--- src/rtl/processor_pkg.sv ---
// rtl/processor_pkg.sv - field codes, field sizes, fault codes and FSM states for processor_loader
package processor_pkg;

    localparam logic [2:0] CM_A      = 3'b000;
    localparam logic [2:0] CM_B      = 3'b001;
    localparam logic [2:0] CM_C      = 3'b010;
    localparam logic [2:0] CM_PAIR   = 3'b011;
    localparam logic [2:0] CM_MEM    = 3'b100;
    localparam logic [2:0] CM_COMMIT = 3'b101;
    localparam logic [2:0] CM_NOP    = 3'b111;

    localparam logic [2:0] LEN_A    = 3'd1;
    localparam logic [2:0] LEN_B    = 3'd1;
    localparam logic [2:0] LEN_C    = 3'd1;
    localparam logic [2:0] LEN_PAIR = 3'd2;
    localparam logic [2:0] LEN_MEM  = 3'd4;

    localparam logic [2:0] FAULT_TIMEOUT = 3'b111;

    typedef enum logic [2:0] {
        ST_IDLE,
        ST_FETCH,
        ST_HOLD,
        ST_COMMIT,
        ST_WAIT_ASSIGN,
        ST_SELECT,
        ST_RUN,
        ST_FAULT
    } state_e;

    function automatic logic [2:0] field_len(input logic [2:0] code);
        logic [2:0] len;
        case (code)
            CM_A:    len = LEN_A;
            CM_B:    len = LEN_B;
            CM_C:    len = LEN_C;
            CM_PAIR: len = LEN_PAIR;
            CM_MEM:  len = LEN_MEM;
            default: len = 3'd1;
        endcase
        return len;
    endfunction

endpackage

--- src/rtl/processor_loader_if.sv ---
// rtl/processor_loader_if.sv - host byte stream into the loader (valid/ready)
interface processor_loader_if;

    logic       s_valid;
    logic       s_ready;
    logic [7:0] s_data;

    modport master (output s_valid, output s_data, input s_ready);
    modport slave  (input s_valid, input s_data, output s_ready);

endinterface

--- src/rtl/processor_loader_sequencer.sv ---
// rtl/processor_loader_sequencer.sv - load_sequencer: field/byte/hold counters for the image schedule
module load_sequencer
    import processor_pkg::*;
#(
    parameter int HOLD_CYCLES = 2
) (
    input  logic       clk,
    input  logic       reset_b,
    input  logic       clear,
    input  logic       hold_en,
    input  logic       step_en,
    output logic [2:0] field,
    output logic       hold_last,
    output logic       image_done
);

    logic [3:0] hold_cnt_q, hold_cnt_d;
    logic [1:0] byte_cnt_q, byte_cnt_d;
    logic [2:0] field_q, field_d;
    logic       field_done;

    always_ff @(posedge clk or negedge reset_b) begin
        if (!reset_b) begin
            hold_cnt_q <= '0;
            byte_cnt_q <= '0;
            field_q    <= CM_A;
        end else begin
            hold_cnt_q <= hold_cnt_d;
            byte_cnt_q <= byte_cnt_d;
            field_q    <= field_d;
        end
    end

    always_comb begin
        hold_last  = hold_en && (hold_cnt_q == 4'(HOLD_CYCLES - 1));
        field_done = ({1'b0, byte_cnt_q} == (field_len(field_q) - 3'd1));
        image_done = field_done && (field_q == CM_MEM);

        hold_cnt_d = hold_cnt_q + 4'd1;
        if (!hold_en || hold_last) begin
            hold_cnt_d = '0;
        end

        byte_cnt_d = byte_cnt_q;
        field_d    = field_q;
        if (clear) begin
            byte_cnt_d = '0;
            field_d    = CM_A;
        end else if (step_en && hold_last) begin
            // After the memory field the counter rests on CM_COMMIT until cleared.
            if (field_done) begin
                byte_cnt_d = '0;
                field_d    = field_q + 3'd1;
            end else begin
                byte_cnt_d = byte_cnt_q + 2'd1;
            end
        end
    end

    assign field = field_q;

endmodule

--- src/rtl/processor_loader.sv ---
// rtl/processor_loader.sv - streams a 9-byte image onto the processor load port, then starts and supervises it
module processor_loader
    import processor_pkg::*;
#(
    parameter int HOLD_CYCLES    = 2,
    parameter int ASSIGN_TIMEOUT = 64
) (
    input  logic               clk,
    input  logic               reset_b,
    input  logic               start,
    input  logic [2:0]         out_sel,
    processor_loader_if.slave  s_if,
    output logic [2:0]         control_mem,
    output logic [7:0]         proc_data,
    output logic [2:0]         proc_control_out,
    output logic               proc_enable,
    input  logic               memory_assign,
    input  logic [2:0]         error,
    output logic               busy,
    output logic               running,
    output logic               fault,
    output logic [2:0]         fault_code
);

    state_e     state_q, state_d;
    logic [2:0] sel_q, sel_d;
    logic [7:0] timer_q, timer_d;

    logic [2:0] control_mem_q, control_mem_d;
    logic [7:0] proc_data_q, proc_data_d;
    logic [2:0] pcout_q, pcout_d;
    logic       proc_enable_q, proc_enable_d;
    logic       s_ready_q, s_ready_d;
    logic       busy_q, busy_d;
    logic       running_q, running_d;
    logic       fault_q, fault_d;
    logic [2:0] fault_code_q, fault_code_d;

    logic [2:0] field;
    logic       hold_last;
    logic       image_done;
    logic       xfer;
    logic       seq_clear;
    logic       seq_hold_en;
    logic       seq_step_en;

    assign xfer        = (state_q == ST_FETCH) && s_ready_q && s_if.s_valid;
    assign seq_clear   = (state_q == ST_IDLE);
    assign seq_hold_en = (state_q == ST_HOLD) || (state_q == ST_COMMIT);
    assign seq_step_en = (state_q == ST_HOLD);

    load_sequencer #(
        .HOLD_CYCLES(HOLD_CYCLES)
    ) u_seq (
        .clk        (clk),
        .reset_b    (reset_b),
        .clear      (seq_clear),
        .hold_en    (seq_hold_en),
        .step_en    (seq_step_en),
        .field      (field),
        .hold_last  (hold_last),
        .image_done (image_done)
    );

    always_ff @(posedge clk or negedge reset_b) begin
        if (!reset_b) begin
            state_q       <= ST_IDLE;
            sel_q         <= '0;
            timer_q       <= '0;
            control_mem_q <= CM_NOP;
            proc_data_q   <= '0;
            pcout_q       <= '0;
            proc_enable_q <= 1'b0;
            s_ready_q     <= 1'b0;
            busy_q        <= 1'b0;
            running_q     <= 1'b0;
            fault_q       <= 1'b0;
            fault_code_q  <= '0;
        end else begin
            state_q       <= state_d;
            sel_q         <= sel_d;
            timer_q       <= timer_d;
            control_mem_q <= control_mem_d;
            proc_data_q   <= proc_data_d;
            pcout_q       <= pcout_d;
            proc_enable_q <= proc_enable_d;
            s_ready_q     <= s_ready_d;
            busy_q        <= busy_d;
            running_q     <= running_d;
            fault_q       <= fault_d;
            fault_code_q  <= fault_code_d;
        end
    end

    always_comb begin
        state_d = state_q;
        sel_d   = sel_q;
        timer_d = (state_q == ST_WAIT_ASSIGN) ? timer_q + 8'd1 : 8'd0;
        case (state_q)
            ST_IDLE: begin
                if (start) begin
                    state_d = ST_FETCH;
                    sel_d   = out_sel;
                end
            end
            ST_FETCH: begin
                if (xfer) state_d = ST_HOLD;
            end
            ST_HOLD: begin
                if (hold_last) state_d = image_done ? ST_COMMIT : ST_FETCH;
            end
            ST_COMMIT: begin
                if (hold_last) state_d = ST_WAIT_ASSIGN;
            end
            ST_WAIT_ASSIGN: begin
                if (memory_assign) begin
                    state_d = ST_SELECT;
                end else if (timer_q == 8'(ASSIGN_TIMEOUT - 1)) begin
                    state_d = ST_FAULT;
                end
            end
            ST_SELECT: state_d = ST_RUN;
            ST_RUN: begin
                // A processor fault wins over a simultaneous restart request.
                if (error != 3'b000) begin
                    state_d = ST_FAULT;
                end else if (start) begin
                    state_d = ST_IDLE;
                end
            end
            ST_FAULT: begin
                if (start) state_d = ST_IDLE;
            end
            default: state_d = ST_IDLE;
        endcase
    end

    // Every output is registered from the next state so it lines up with the state it belongs to.
    always_comb begin
        control_mem_d = CM_NOP;
        if (state_d == ST_HOLD) begin
            control_mem_d = field;
        end else if (state_d == ST_COMMIT) begin
            control_mem_d = CM_COMMIT;
        end

        proc_data_d = proc_data_q;
        if (xfer) begin
            proc_data_d = s_if.s_data;
        end else if (state_d == ST_COMMIT) begin
            proc_data_d = 8'h00;
        end

        pcout_d       = (state_d == ST_SELECT) ? sel_q : pcout_q;
        proc_enable_d = (state_d == ST_RUN);
        running_d     = (state_d == ST_RUN);
        s_ready_d     = (state_d == ST_FETCH);
        busy_d        = (state_d == ST_FETCH) || (state_d == ST_HOLD) || (state_d == ST_COMMIT) ||
                        (state_d == ST_WAIT_ASSIGN) || (state_d == ST_SELECT);
        fault_d       = (state_d == ST_FAULT);

        fault_code_d = fault_code_q;
        if (state_q == ST_IDLE && start) begin
            fault_code_d = 3'b000;
        end else if (state_q == ST_WAIT_ASSIGN && state_d == ST_FAULT) begin
            fault_code_d = FAULT_TIMEOUT;
        end else if (state_q == ST_RUN && state_d == ST_FAULT) begin
            fault_code_d = error;
        end
    end

    assign control_mem      = control_mem_q;
    assign proc_data        = proc_data_q;
    assign proc_control_out = pcout_q;
    assign proc_enable      = proc_enable_q;
    assign s_if.s_ready     = s_ready_q;
    assign busy             = busy_q;
    assign running          = running_q;
    assign fault            = fault_q;
    assign fault_code       = fault_code_q;

endmodule

--- src/flat_wrapper.sv ---
// flat-port wrapper written by rule: the top's interface ports become plain ports
module processor_loader_flat import processor_pkg::*;
#(
    parameter int HOLD_CYCLES    = 2,
    parameter int ASSIGN_TIMEOUT = 64
)
  (clk, reset_b, start, out_sel, control_mem, proc_data, proc_control_out, proc_enable, memory_assign, error, busy, running, fault, fault_code, s_if_s_valid, s_if_s_data, s_if_s_ready);
  processor_loader_if s_if_i ();
  input  logic clk;
  input  logic reset_b;
  input  logic start;
  input  logic [2:0] out_sel;
  output logic [2:0] control_mem;
  output logic [7:0] proc_data;
  output logic [2:0] proc_control_out;
  output logic proc_enable;
  input  logic memory_assign;
  input  logic [2:0] error;
  output logic busy;
  output logic running;
  output logic fault;
  output logic [2:0] fault_code;
  input wire logic [$bits(s_if_i.s_valid)-1:0] s_if_s_valid;
  input wire logic [$bits(s_if_i.s_data)-1:0] s_if_s_data;
  output wire logic [$bits(s_if_i.s_ready)-1:0] s_if_s_ready;
  assign s_if_i.s_valid = s_if_s_valid;
  assign s_if_i.s_data = s_if_s_data;
  assign s_if_s_ready = s_if_i.s_ready;
  processor_loader #(.HOLD_CYCLES(HOLD_CYCLES), .ASSIGN_TIMEOUT(ASSIGN_TIMEOUT)) u_core (.clk(clk), .reset_b(reset_b), .start(start), .out_sel(out_sel), .s_if(s_if_i), .control_mem(control_mem), .proc_data(proc_data), .proc_control_out(proc_control_out), .proc_enable(proc_enable), .memory_assign(memory_assign), .error(error), .busy(busy), .running(running), .fault(fault), .fault_code(fault_code));
endmodule
--- config.mk ---
export PLATFORM = sky130hd
export DESIGN_NAME = processor_loader_flat
export DESIGN_NICKNAME = d
export VERILOG_FILES = /design/src/rtl/processor_pkg.sv /design/src/rtl/processor_loader_if.sv /design/src/rtl/processor_loader_sequencer.sv /design/src/rtl/processor_loader.sv /design/src/flat_wrapper.sv
export SDC_FILE = /design/constraint.sdc
export NUM_CORES = 1
export LEC_CHECK = 0
export BUFFER_PORTS_ARGS = -buffer_cell sky130_fd_sc_hd__clkbuf_2
export CAP_MARGIN = 20
export CORE_MARGIN = 5
export CORE_UTILIZATION = 25
export CTS_CLUSTER_SIZE = 24
export DETAILED_ROUTE_END_ITERATION = 10
export GPL_ROUTABILITY_DRIVEN = 0
export MAX_ROUTING_LAYER = met4
export PLACE_DENSITY = 0.43
export SYNTH_ARGS = -nofsm -noshare
export SYNTH_HDL_FRONTEND = slang
export SYNTH_HIERARCHICAL = 1
export SYNTH_SLANG_ARGS = --single-unit
--- constraint.sdc ---
create_clock -name clk -period 2.7 [get_ports clk]
set_input_delay 0.27 -clock clk [delete_from_list [all_inputs] [get_ports clk]]
set_output_delay 0.27 -clock clk [all_outputs]
set_load 0.01 [all_outputs]
**Word-level counts from Yosys, hierarchy flattened**

Cells that the tools add are included.

- Output and inout bits: 22
- Word-level logic and storage cells: 87
- Bits in registers: 44

- $add $sub $neg: 5
- Multiplexer cells: 26
- Reductions and logical operators: 23
- Equal/unequal tests: 19

Operators with widths:

| kind | number |
|---|---|
| 3-bit two-way mux | 15 |
| 3-bit == test, second input constant | 9 |
| 8-bit two-way mux | 3 |
| 3-bit one-hot mux with 8 select lines | 1 |
| 3-bit by 2-bit == test with 1-bit output, second input constant | 5 |
| 2-bit two-way mux | 5 |
| 8-bit by 1-bit adder with 8-bit output, second input constant | 1 |
| 8-bit by 6-bit == test with 1-bit output, second input constant | 1 |
| 1-bit logical AND | 8 |
| 3-bit by 1-bit == test with 1-bit output, second input constant | 2 |
| 1-bit logical OR | 6 |
| 3-bit one-hot mux with 2 select lines | 1 |
| 2-bit nonzero test | 3 |
| 3-bit nonzero test | 2 |
| 4-bit by 1-bit adder with 4-bit output, second input constant | 1 |
| 4-bit by 1-bit == test with 1-bit output, second input constant | 1 |
| 4-bit two-way mux | 1 |
| 2-bit AND reduction | 2 |
| 3-bit by 1-bit adder with 3-bit output, second input constant | 1 |
| 2-bit by 3-bit == test with 1-bit output | 1 |
| 3-bit logical NOT | 1 |
| 3-bit by 1-bit subtractor with 3-bit output, second input constant | 1 |
| 2-bit by 1-bit adder with 2-bit output, second input constant | 1 |
| 1-bit logical NOT | 1 |

**Logic depth before layout (Yosys ltp)**

- Word-level depth: 13
- Gate-level depth with buffers: 9

**Modules after synthesis**

The synthesis kept the hierarchy.

Modules (own cells, without submodules):

| module | area each (um2) | cells each | sequential area each (um2) | instances |
|---|---|---|---|---|
| processor_loader | 1666.6 | 132 | 879.6 | 1 |
| load_sequencer | 564.3 | 55 | 225.2 | 1 |

**Worst setup path before layout**

No wires, ideal clock.

- Path kind: reg2reg
- Start point: register u_core.u_seq.field_q[0] (netlist: u_core/u_seq/field[0])
- End point: register u_core.control_mem_q[2] (netlist: u_core/control_mem[2])
- Required time: 2606 ps
- Buffers on the path: 0
- Cell stages (with the launch flop): 10
- Setup slack: 396 ps
- Library setup time: 94 ps
- Arrival time: 2210 ps
- Period minus slack after synthesis: 2304 ps
- Cell sequence: dfrtp_1 ha_1 ha_1 and4b_2 and2_1 inv_1 o21ai_0 a21oi_1 and2_1 or4_1

- Word-level cells in the longest chain between the ends: 10
- Elaborated cells between the ends (all ways): 11
- Classes of those cells: 1 x add/sub; 4 x eq/ne; 5 x mux; 1 x reduce/logical

Ends and longest elaborated chain:

| what | line | RTL |
|---|---|---|
| start: declaration | processor_loader_sequencer.sv:19 | `logic [2:0] field_q, field_d;` |
| start signal: assignment | processor_loader_sequencer.sv:30 | `field_q <= field_d;` |
| 3-bit == test / 3-bit by 2-bit == test with 1-bit output (equally long branches) | processor_pkg.sv:33, processor_loader_sequencer.sv:37 |  |
| 3-bit one-hot mux with 2 select lines | processor_pkg.sv:33 | `case (code)` |
| 3-bit by 1-bit subtractor with 3-bit output | processor_loader_sequencer.sv:36 | `field_done = ({1'b0, byte_cnt_q} == (field_len(field_q) - 3'd1));` |
| 2-bit by 3-bit == test with 1-bit output | processor_loader_sequencer.sv:36 |  |
| 1-bit logical AND * | processor_loader_sequencer.sv:37 | `image_done = field_done && (field_q == CM_MEM);` |
| net u_core.image_done | processor_loader.sv:41 | `logic image_done;` |
| 2-bit two-way mux * | processor_loader.sv:110 | `if (hold_last) state_d = image_done ? ST_COMMIT : ST_FETCH;` |
| 3-bit two-way mux * | processor_loader.sv:110 |  |
| 3-bit one-hot mux with 8 select lines * | processor_loader.sv:99 | `case (state_q)` |
| 3-bit by 2-bit == test with 1-bit output * | processor_loader.sv:141 | `if (state_d == ST_HOLD) begin` |
| 3-bit two-way mux * | processor_loader.sv:141 |  |
| net u_core.control_mem_d[2] | processor_loader.sv:29 | `logic [2:0] control_mem_q, control_mem_d;` |
| end signal: assignment | processor_loader.sv:83 | `control_mem_q <= control_mem_d;` |
| end: declaration | processor_loader.sv:29 |  |

Mark *: on every way through the listed nets, which the timed path passes. The rest lies on a longest branch.
A chain may end at the register's enable or synchronous reset.

**Final worst setup path**

- Start point: register u_core.state_q[1]
- End point: register u_core.control_mem_q[2] (netlist: u_core/control_mem[2])

- Word-level cells in the longest chain between the ends: 7
- Elaborated cells between the ends (all ways): 23
- Classes of those cells: 8 x eq/ne; 10 x mux; 5 x reduce/logical

Ends and longest elaborated chain:

| what | line | RTL |
|---|---|---|
| start: declaration | processor_loader.sv:25 | `state_e state_q, state_d;` |
| start signal: assignment | processor_loader.sv:80 | `state_q <= state_d;` |
| 3-bit by 2-bit == test with 1-bit output | processor_loader.sv:49 | `assign seq_hold_en = (state_q == ST_HOLD) \|\| (state_q == ST_COMMIT);` |
| 1-bit logical OR * | processor_loader.sv:49 |  |
| net u_core.seq_hold_en | processor_loader.sv:44 | `logic seq_hold_en;` |
| 1-bit logical AND * | processor_loader_sequencer.sv:35 | `hold_last = hold_en && (hold_cnt_q == 4'(HOLD_CYCLES - 1));` |
| net u_core.hold_last | processor_loader.sv:40 | `logic hold_last;` |
| 3-bit two-way mux, on equally long branches | processor_loader.sv:113, processor_loader.sv:110 |  |
| 3-bit one-hot mux with 8 select lines * | processor_loader.sv:99 |  |
| net u_core.state_d[0] | processor_loader.sv:25 |  |
| 3-bit by 2-bit == test with 1-bit output * | processor_loader.sv:141 |  |
| 3-bit two-way mux * | processor_loader.sv:141 |  |
| net u_core.control_mem_d[2] | processor_loader.sv:29 |  |

Marks and branches as above.

==> results.tsv <==
stage	metric	value	unit
run_status	status	finished clean	
synth	ys_ff_latch	44	
final_layout	drive_gt1_share	35.9	%
final_layout	area_delta_synth_final	19.6	%
synth	synth_top_cell_by_area	dfrtp_1	
worst_setup_path	setup.worst_path.start_class	flop	
timing	whs	0.0518	ns
worst_setup_path	reg2reg_depth	6	
cts	ctsResizeCount	0	
synth	ys_seq_area_share	49.5	%
worst_setup_path	r2r_end	u_core/control_mem[2]	
job	maxCapViolCount	0	
worst_setup_path	path_delay_family	simple AND/OR/NAND/NOR gates	
route	antenna_left	0	
worst_setup_path	r2r-start	u_core/state_q[1]	
power_and_ir_drop	pwr_density_cell	952	nW/um2
worst_setup_path	required	2.91	ns
cts	tritoncts	done	
worst_setup_path	crit_path_cell_trace	nor2b_2 > and4bb_2 > nand2_1 > a32oi_2 > o211ai_4 > or4_1	
placement	hpwlAfterDp	3540	um
global_route	grt_pass1_wl	8000	um
worst_setup_path	crit_path_end_kind	flop	
cts	htree_levels	2	
final_layout	final_area	2670	um2
final_layout	mostFrequentLayoutCells	dfrtp_1, clkbuf_2, nor2_1	
placement	portBuffers	40	
final_layout	nNetsFinal	261	
timing	post-route-period-util	86.1	%
timing	grt_setup_unrepaired	no	
final_layout	utilization	30.6	%
floorplan	ios	41	
cts	cts_setup_buffers	0	
cts	cts_root_buf	clkbuf_8	
route	drc_errors	0	
placement	dpl_worst_slack	0.387	ns
route	vias	1580	
cts	cts_sinks	44	
global_route	grt_usage	9.28	%
timing	setup_tns	0	ns
cts	clock_path_buffers	2	
worst_setup_path	cp_num_buf_inv	0	
power_and_ir_drop	finalPower	2.54	mW
worst_setup_path	crit_path_top_delay_cell	or4_1	
cts	ctsHoldBuffers	0	
cts	worstSkewPairLatency	0.30	ns
floorplan	start_util	25.6	%
timing	fin_crit	2.32	ns
worst_setup_path	path_max_fanout	10	
synth	synthesis.nets	212	
timing	relSlewSlack	60.9	%
synth	synth_cells	187	
power_and_ir_drop	ir_drop	0.000227	V
synth	synthArstFlopShare	100	%
global_route	grt_pass1_vias	1588	
worst_setup_path	worst_ep_arrival_time	2.53	ns
floorplan	chipWidth	104	um
route	wl_per_cell	14.0	um
cts	cts.clk_slew.worst_paths	0.09	ns
route	drt_iter0_markers	63	
floorplan	die-area	10900	um2
worst_setup_path	max_stage_delay	0.55	ns
placement	dp_cells	337	
synth	synth_top_area_share	46.0	%
synth	yosysUniqueCellTypes	59	
cts	cts-buffers-inserted	5	
power_and_ir_drop	leakage	1.20	nW
synth	synth_edf_count	0	
final_layout	layout.cells.most_common	dfrtp_1	
synth	syn_area	2230	um2
synth	ys_warn_count	6	
floorplan	row_count	34	
timing	layout_setup_ws	0.376	ns
floorplan	core-area	8720	um2
placement	place_area	2580	um2
timing	finalSetupViolCount	0	
route	routed_wirelength	4820	um
synth	synth_area_leaders	dfrtp_1, dfstp_2, a22o_1	
global_route	gr-total-overflow	0	
synth	ys.flop_type	dfrtp_1	
timing	hold_violations	0	
timing	slew_violations	0	
synth	syn_area_per_cell	11.9	um2
route	firstDrtPassIters	4	
global_route	grt_max_degree	45	
global_route	grt_antenna_before_repair	0	
final_layout	final_cells	345	
worst_setup_path	r2r_slack	0.38	ns
worst_setup_path	path_class	reg2reg	
floorplan	die_height	104	um
timing	tightest_slew	0.586	ns
route	drt-vias-per-instance	4.58	
final_layout	diodes	0	
min_path	hold_path_class	in2async	
timing	timing.fmax	0.430	GHz
timing	clock_skew	0.00564	ns
worst max path at each step:
stage,startpoint,slack (ns),end,cells past startpoint
floorplan,u_core/u_seq/field[0],0.40,u_core/control_mem[2],9
global placement,u_core/state_q[1],0.46,u_core/control_mem[0],6
detailed placement,u_core/state_q[1],0.39,u_core/control_mem[0],6
CTS,u_core/state_q[1],0.37,u_core/control_mem[2],6
global route,u_core/u_seq/field[0],0.25,u_core/control_mem[0],9
finish,u_core/state_q[1],0.38,u_core/control_mem[2],6
where the power goes:
group          leakage (nW)  switching [mW]  internal [mW]
combinational         0.582           0.643          0.483
clock                0.0412           0.234          0.181
sequential            0.574           0.139          0.860
sequential cells by signal (all words and copies together), names as in the netlist:
register                 cells
u_core/busy                  1
u_core/control_mem           3
u_core/fault                 1
u_core/fault_code            3
u_core/proc_control_out      3
u_core/proc_data             8
u_core/running               1
u_core/s_if.s_ready          1
u_core/sel_q                 3
u_core/state_q               3
u_core/timer_q               8
u_core/u_seq/byte_cnt_q      2
u_core/u_seq/field           3
u_core/u_seq/hold_cnt_q      4
layer usage:
| metal | GRT usage (%) | vias to the layer above | wire, um |
|---|---|---|---|
| met3 | 2.86 | 7 | 245 |
| li1 | - | 766 | - |
| met5 | - | - | 0 |
| met2 | 14.6 | 39 | 2270 |
| met4 | 3.05 | 0 | 80 |
| met1 | 11.4 | 768 | 2220 |
kinds of logic after synthesis:
family / Yosys count / synth area share [%]
flops: 44 / 49.5
buf+inv: 14 / 3.08
mux: 12 / 6.17
xor+xnor: 7 / 2.75
compound gates: 35 / 14.9
fa+ha+maj: 6 / 3.37
simple gates: 69 / 20.2
layout make-up:
class,count,area [um2]
fill,891,6050
tap,108,135
clock inverter,2,12.5
timing repair buffer,47,253
sequential,44,1100
multi-input combinational,129,1060
inverter,9,33.8
clock buffer,6,72.6
cell usage after synthesis (2+ instances only):
master     n
a21oi_1    3
nor2b_1    2
mux2_4     2
nor3_1     4
or3_1      2
or4_1      2
o21ai_0    7
xor2_1     5
nand3b_1   4
and2_1     3
nand2_1   11
dfrtp_1   41
mux2_2     3
a22o_1     9
mux2_1     3
o21a_1     2
nand3_1    4
buf_4      2
nor2_1    14
mux2i_1    4
xnor2_1    2
or3_4      2
and3_1     3
dfstp_2    3
inv_1      8
ha_1       6
nand2b_1   4
Note: power is estimated with default switching activity, not from simulation.
